===== src/rtl/sdram_loader_arbiter.sv =====
// Shares one SDRAM controller port between the loader write FIFO and the CPU.
// Ports: clk/reset, ld_* strobe in, cpu_* req/ack, mem_* req/ack, fifo_level, overflow.
module sdram_loader_arbiter #(
  parameter int FIFO_DEPTH = 8,
  parameter int LD_BURST   = 4
) (
  input  logic                          clk,
  input  logic                          reset,
  input  logic                          ld_wr,
  input  logic [24:0]                   ld_addr,
  input  logic [7:0]                    ld_data,
  input  logic                          cpu_req,
  input  logic                          cpu_we,
  input  logic [24:0]                   cpu_addr,
  input  logic [7:0]                    cpu_din,
  output logic [7:0]                    cpu_dout,
  output logic                          cpu_ack,
  output logic                          mem_req,
  output logic                          mem_we,
  output logic [24:0]                   mem_addr,
  output logic [7:0]                    mem_din,
  input  logic [7:0]                    mem_dout,
  input  logic                          mem_ack,
  output logic [$clog2(FIFO_DEPTH):0]   fifo_level,
  output logic                          overflow
);

  localparam int AW = $clog2(FIFO_DEPTH);
  localparam int LW = AW + 1;
  localparam int BW = $clog2(LD_BURST + 1);

  typedef enum logic [1:0] {
    IDLE,
    LD_ACC,
    CPU_ACC
  } state_t;

  state_t        state_q, state_d;
  logic [BW-1:0] burst_q, burst_d;
  logic [AW-1:0] wr_ptr_q, wr_ptr_d;
  logic [AW-1:0] rd_ptr_q, rd_ptr_d;
  logic [LW-1:0] level_q, level_d;
  logic          ovf_q, ovf_d;
  logic          mem_req_q, mem_req_d;
  logic          mem_we_q, mem_we_d;
  logic [24:0]   mem_addr_q, mem_addr_d;
  logic [7:0]    mem_din_q, mem_din_d;
  logic [7:0]    cpu_dout_q, cpu_dout_d;
  logic          cpu_ack_q, cpu_ack_d;

  // Entry layout: {addr[24:0], data[7:0]}
  logic [32:0]   fifo_q [FIFO_DEPTH];
  logic [32:0]   head;

  logic fifo_empty;
  logic fifo_full;
  logic ld_win;
  logic cpu_win;
  logic push;
  logic pop;

  assign head       = fifo_q[rd_ptr_q];
  assign fifo_empty = (level_q == '0);
  assign fifo_full  = (level_q == LW'(FIFO_DEPTH));

  // A pending CPU request only blocks the loader once the burst budget is
  // spent; during the cpu_ack cycle the CPU has already dropped its request.
  assign ld_win  = !fifo_empty &&
                   (!cpu_req || cpu_ack_q ||
                    (burst_q < BW'(LD_BURST)));
  assign cpu_win = cpu_req && !cpu_ack_q;

  always_comb begin
    state_d    = state_q;
    burst_d    = burst_q;
    mem_req_d  = mem_req_q;
    mem_we_d   = mem_we_q;
    mem_addr_d = mem_addr_q;
    mem_din_d  = mem_din_q;
    cpu_dout_d = cpu_dout_q;
    cpu_ack_d  = 1'b0;
    pop        = 1'b0;
    unique case (state_q)
      IDLE: begin
        if (ld_win) begin
          pop        = 1'b1;
          mem_req_d  = 1'b1;
          mem_we_d   = 1'b1;
          mem_addr_d = head[32:8];
          mem_din_d  = head[7:0];
          state_d    = LD_ACC;
          if (burst_q != BW'(LD_BURST)) begin
            burst_d = burst_q + BW'(1);
          end
        end else if (cpu_win) begin
          mem_req_d  = 1'b1;
          mem_we_d   = cpu_we;
          mem_addr_d = cpu_addr;
          mem_din_d  = cpu_din;
          state_d    = CPU_ACC;
          burst_d    = '0;
        end else if (fifo_empty) begin
          burst_d = '0;
        end
      end
      LD_ACC: begin
        if (mem_ack) begin
          mem_req_d = 1'b0;
          state_d   = IDLE;
        end
      end
      CPU_ACC: begin
        if (mem_ack) begin
          mem_req_d  = 1'b0;
          cpu_ack_d  = 1'b1;
          cpu_dout_d = mem_dout;
          state_d    = IDLE;
        end
      end
      default: begin
        state_d   = IDLE;
        mem_req_d = 1'b0;
      end
    endcase
  end

  // A pop in the same cycle frees the slot, so a strobe at full still lands.
  always_comb begin
    push     = ld_wr && (!fifo_full || pop);
    ovf_d    = ovf_q || (ld_wr && fifo_full && !pop);
    wr_ptr_d = wr_ptr_q;
    rd_ptr_d = rd_ptr_q;
    level_d  = level_q;
    if (push) begin
      wr_ptr_d = wr_ptr_q + AW'(1);
    end
    if (pop) begin
      rd_ptr_d = rd_ptr_q + AW'(1);
    end
    if (push && !pop) begin
      level_d = level_q + LW'(1);
    end else if (!push && pop) begin
      level_d = level_q - LW'(1);
    end
  end

  always_ff @(posedge clk) begin
    if (push) begin
      fifo_q[wr_ptr_q] <= {ld_addr, ld_data};
    end
  end

  always_ff @(posedge clk) begin
    if (reset) begin
      state_q    <= IDLE;
      burst_q    <= '0;
      wr_ptr_q   <= '0;
      rd_ptr_q   <= '0;
      level_q    <= '0;
      ovf_q      <= 1'b0;
      mem_req_q  <= 1'b0;
      mem_we_q   <= 1'b0;
      mem_addr_q <= '0;
      mem_din_q  <= '0;
      cpu_dout_q <= '0;
      cpu_ack_q  <= 1'b0;
    end else begin
      state_q    <= state_d;
      burst_q    <= burst_d;
      wr_ptr_q   <= wr_ptr_d;
      rd_ptr_q   <= rd_ptr_d;
      level_q    <= level_d;
      ovf_q      <= ovf_d;
      mem_req_q  <= mem_req_d;
      mem_we_q   <= mem_we_d;
      mem_addr_q <= mem_addr_d;
      mem_din_q  <= mem_din_d;
      cpu_dout_q <= cpu_dout_d;
      cpu_ack_q  <= cpu_ack_d;
    end
  end

  assign mem_req    = mem_req_q;
  assign mem_we     = mem_we_q;
  assign mem_addr   = mem_addr_q;
  assign mem_din    = mem_din_q;
  assign cpu_dout   = cpu_dout_q;
  assign cpu_ack    = cpu_ack_q;
  assign fifo_level = level_q;
  assign overflow   = ovf_q;

endmodule


===== config.mk =====
export PLATFORM = sky130hd
export DESIGN_NAME = sdram_loader_arbiter
export DESIGN_NICKNAME = d
export VERILOG_FILES = /design/src/rtl/sdram_loader_arbiter.sv
export SDC_FILE = /design/constraint.sdc
export NUM_CORES = 1
export LEC_CHECK = 0
export BUFFER_PORTS_ARGS = -buffer_cell sky130_fd_sc_hd__buf_4
export CAP_MARGIN = 20
export CORE_ASPECT_RATIO = 0.5
export CORE_MARGIN = 2
export CORE_UTILIZATION = 40
export DETAILED_ROUTE_END_ITERATION = 8
export GPL_TIMING_DRIVEN = 0
export PLACE_DENSITY = 0.7
export SLEW_MARGIN = 20
export SYNTH_ARGS = -nofsm -noshare
export SYNTH_HDL_FRONTEND = slang
export SYNTH_SLANG_ARGS = --single-unit

===== constraint.sdc =====
create_clock -name clk -period 5.14 [get_ports clk]
set_input_delay 0.771 -clock clk [delete_from_list [all_inputs] [get_ports clk]]
set_output_delay 0.771 -clock clk [all_outputs]
set_load 0.03 [all_outputs]

==> impl_metrics.toml <==
[run_status]
status = "finished, final reports clean"

[place]
numPortBuffers = 126
pre_cts_ws_ps = 1618
place_hpwl_microns = 21960
dpl.cell_count = 1376
place.gp.congestion = 0.7535

[min_path]
worst_hold_path_type = "in -> reg"
hold_depth = 1

[cells_and_area]
syn2layout_area_growth_pct = 21.26
final-instance-count-excl-fill = 1432
drive_above_1_share_pct = 27.30
num_antenna_cells = 0
fin_nets = 1066
final.fill_count = 2618

[synthesis]
syn_area_sq_mm = 0.01310
synth_area_leaders = "edfxtp_1 (61%), dfxtp_1 (9.6%), mux2i_1 (5.2%), mux4_1 (4.0%), mux4_2 (2.2%)"
netlist_instances = 789
synthTopCellsByCount = "edfxtp_1 (264), mux2i_1 (68), dfxtp_1 (63)"
avgSynthCellArea_sq_um = 16.60
ys_warn_count = 0
ys_async_sr_fraction_pct = 0
synth_top_cell_area_share_pct = 60.52
yosysSeqAreaShare_pct = 70.14
synth_edf_count = 264
yosys.area.top_type = "edfxtp_1"
synth_cell_types = 48
syn_nets = 879
synth.most_common_cell = "edfxtp_1"
synth_seq_cells = 327
synth_ff_type = "edfxtp_1"

[clock_network]
hold_buffers = 0
cts_inserted_buffers = 30
clkSinkCount = 327
clk_latency_ps = 580
cts_setup_buffers = 0
cts-root-buf = "clkbuf_16"
cts_tree = "yes"
htree_levels = 1
clk_pin_slew_ps = 70
ctsResizeCount = 0
clk_path_buf_depth = 3

[floorplanning]
die_area_sq_mm = 0.03430
die_x_microns = 259.9
ios = 129
initial_core_util_pct = 41.01
rows = 46
die_y_microns = 132.0
core_sq_mm = 0.03194

[worst_setup_path]
cp_data_required_time_ps = 5600
crit_chain = "or4b_1, a21oi_2, nand2b_1, inv_1, ha_1, inv_1, ha_1, a21o_1, a21oi_1, mux2i_1, mux2_2"
end_kind = "flop"
critPathKind = "reg -> reg"
start_kind = "flop"
critical_path_depth = 11
critPathMaxFanout = 8
crit_buf_inv = 2
max_stage_delay_ps = 560
path_delay_family = "simple AND/OR/NAND/NOR gates"
worst_ep_arrival_time_ps = 3750
reg2reg_depth = 11
cpMaxStageDelayCell = "or4b_1"

[global_route]
grt.overflow.total = 0
antenna_found_initial = 0
grt-busiest-layer = "met2"
grt_max_degree = 22
gr-usage-met1_pct = 23.66
grt_pass1_wl_microns = 47890
met2_usage_pct = 32.83
grt_pass1_vias = 7932
use_met3_pct = 3.191
grt_usage_pct = 18.65

[sta]
setup_viol = 0
worst_pin_slew_ps = 879.8
grt_setup_unrepaired = "false"
fmax_mhz = 304.4
finalSetupTns_ps = 0
holdWs_ps = 421.2
finalClockSkew_ps = 16.70
fin_crit_sh_pct = 63.91
setup_ws_ps = 1855
hold_viol = 0
fin_crit_ps = 3285
drv_slew = 0
max_slew_margin_pct = 41.13

[pwr]
total_leakage_power_nw = 5.608
power_w = 0.008325
ir_drop_mv = 0.3123
power_density_mw_per_mm2 = 524.1

[routing]
drc = 0
vias = 7700
antenna_left = 0
wire_per_inst_microns = 22.53
firstDrtPassIters = 5
routed_wl_microns = 32260
drt_iter0_drc = 760
via_per_inst = 5.377

[flow_run]
max-cap-violations = 0
-- state kept, by name, summed over array words and instances (netlist names), named ones only --
register / cells
fifo_q: 264
mem_addr: 25
cpu_dout: 8
mem_din: 8
fifo_level: 4
burst_q: 3
rd_ptr_q: 3
wr_ptr_q: 3
state_q: 2
cpu_ack: 1
mem_req: 1
mem_we: 1
overflow: 1
-- through the flow --
step	utilization, %	area [sq um]
after floorplan	-	13100
after global placement	45.66	14590
after detailed placement	46.67	14910
after CTS	49.73	15890
after global routing	49.73	15890
final	49.73	15890
-- worst reg2reg max path, delay by kind of cell, from the launching register on --
kind                     cells  cell delay, ps
adder cells (fa/ha/maj)      2             460
multiplexers                 2             600
flip-flops                   1             380
AND/OR/NAND/NOR              2             880
buffers and inverters        2             220
AO/OA/AOI/OAI                3             640
-- kinds of logic (layout without fill, tap and decap cells) --
group           count (synthesis)  after routing  synth area share [%]
xor+xnor                        4              4                0.2675
flops                         327            327                 70.14
simple gates                  167            167                 5.864
compound gates                118            118                 7.307
fa+ha+maj                      10             10                 1.012
buf+inv                        60            271                 3.792
mux                           103            103                 11.61
-- path summary, 6_finish.rpt --
| path | start | end | slack (ps) |
|---|---|---|---|
| setup / recovery | fifo_level[0]$_SDFFE_PP0P_ | fifo_level[3]$_SDFFE_PP0P_ | 1850 |
| hold / removal | ld_addr[3] | fifo_q[1][11]$_DFFE_PP_ | 420 |
| hold reg to reg | cpu_dout[6]$_SDFFE_PP0P_ | cpu_dout[6]$_SDFFE_PP0P_ | 460 |
| setup reg to reg | fifo_level[0]$_SDFFE_PP0P_ | fifo_level[3]$_SDFFE_PP0P_ | 1850 |
-- power by group --
| group | internal, W | switching (W) | total (W) |
|---|---|---|---|
| logic | 0.00113 | 0.00175 | 0.00288 |
| registers | 0.00310 | 0.000127 | 0.00323 |
| clock network | 0.00123 | 0.000993 | 0.00222 |
-- area by class of cell --
class	count	area (sq um)	area share (%)
multi-input combinational	402	3463	21.80
inverter	8	30.03	0.1890
clock buffer	32	758.2	4.773
tap	432	540.5	3.403
timing repair buffer	155	1217	7.664
buffer	52	466.7	2.938
clock inverter	24	220.2	1.386
sequential	327	9189	57.85
-- routing by layer --
metal | wire length, microns | up-vias
met2 | 16540 | 253
met5 | 0 | -
met1 | 13160 | 3900
li1 | - | 3501
met4 | 813 | 0
met3 | 1741 | 46
-- cells in the final DEF (no fill, tap or decap), types with 20 or more instances in the layout --
cell	count
a22oi_1	33
a311oi_1	20
buf_2	22
buf_4	138
clkbuf_16	30
dfxtp_1	63
edfxtp_1	264
mux2i_1	68
mux4_1	20
nand2_1	50
nand3_1	23
nor2_1	51
o211ai_1	24
(Power assumes the default switching activity.)
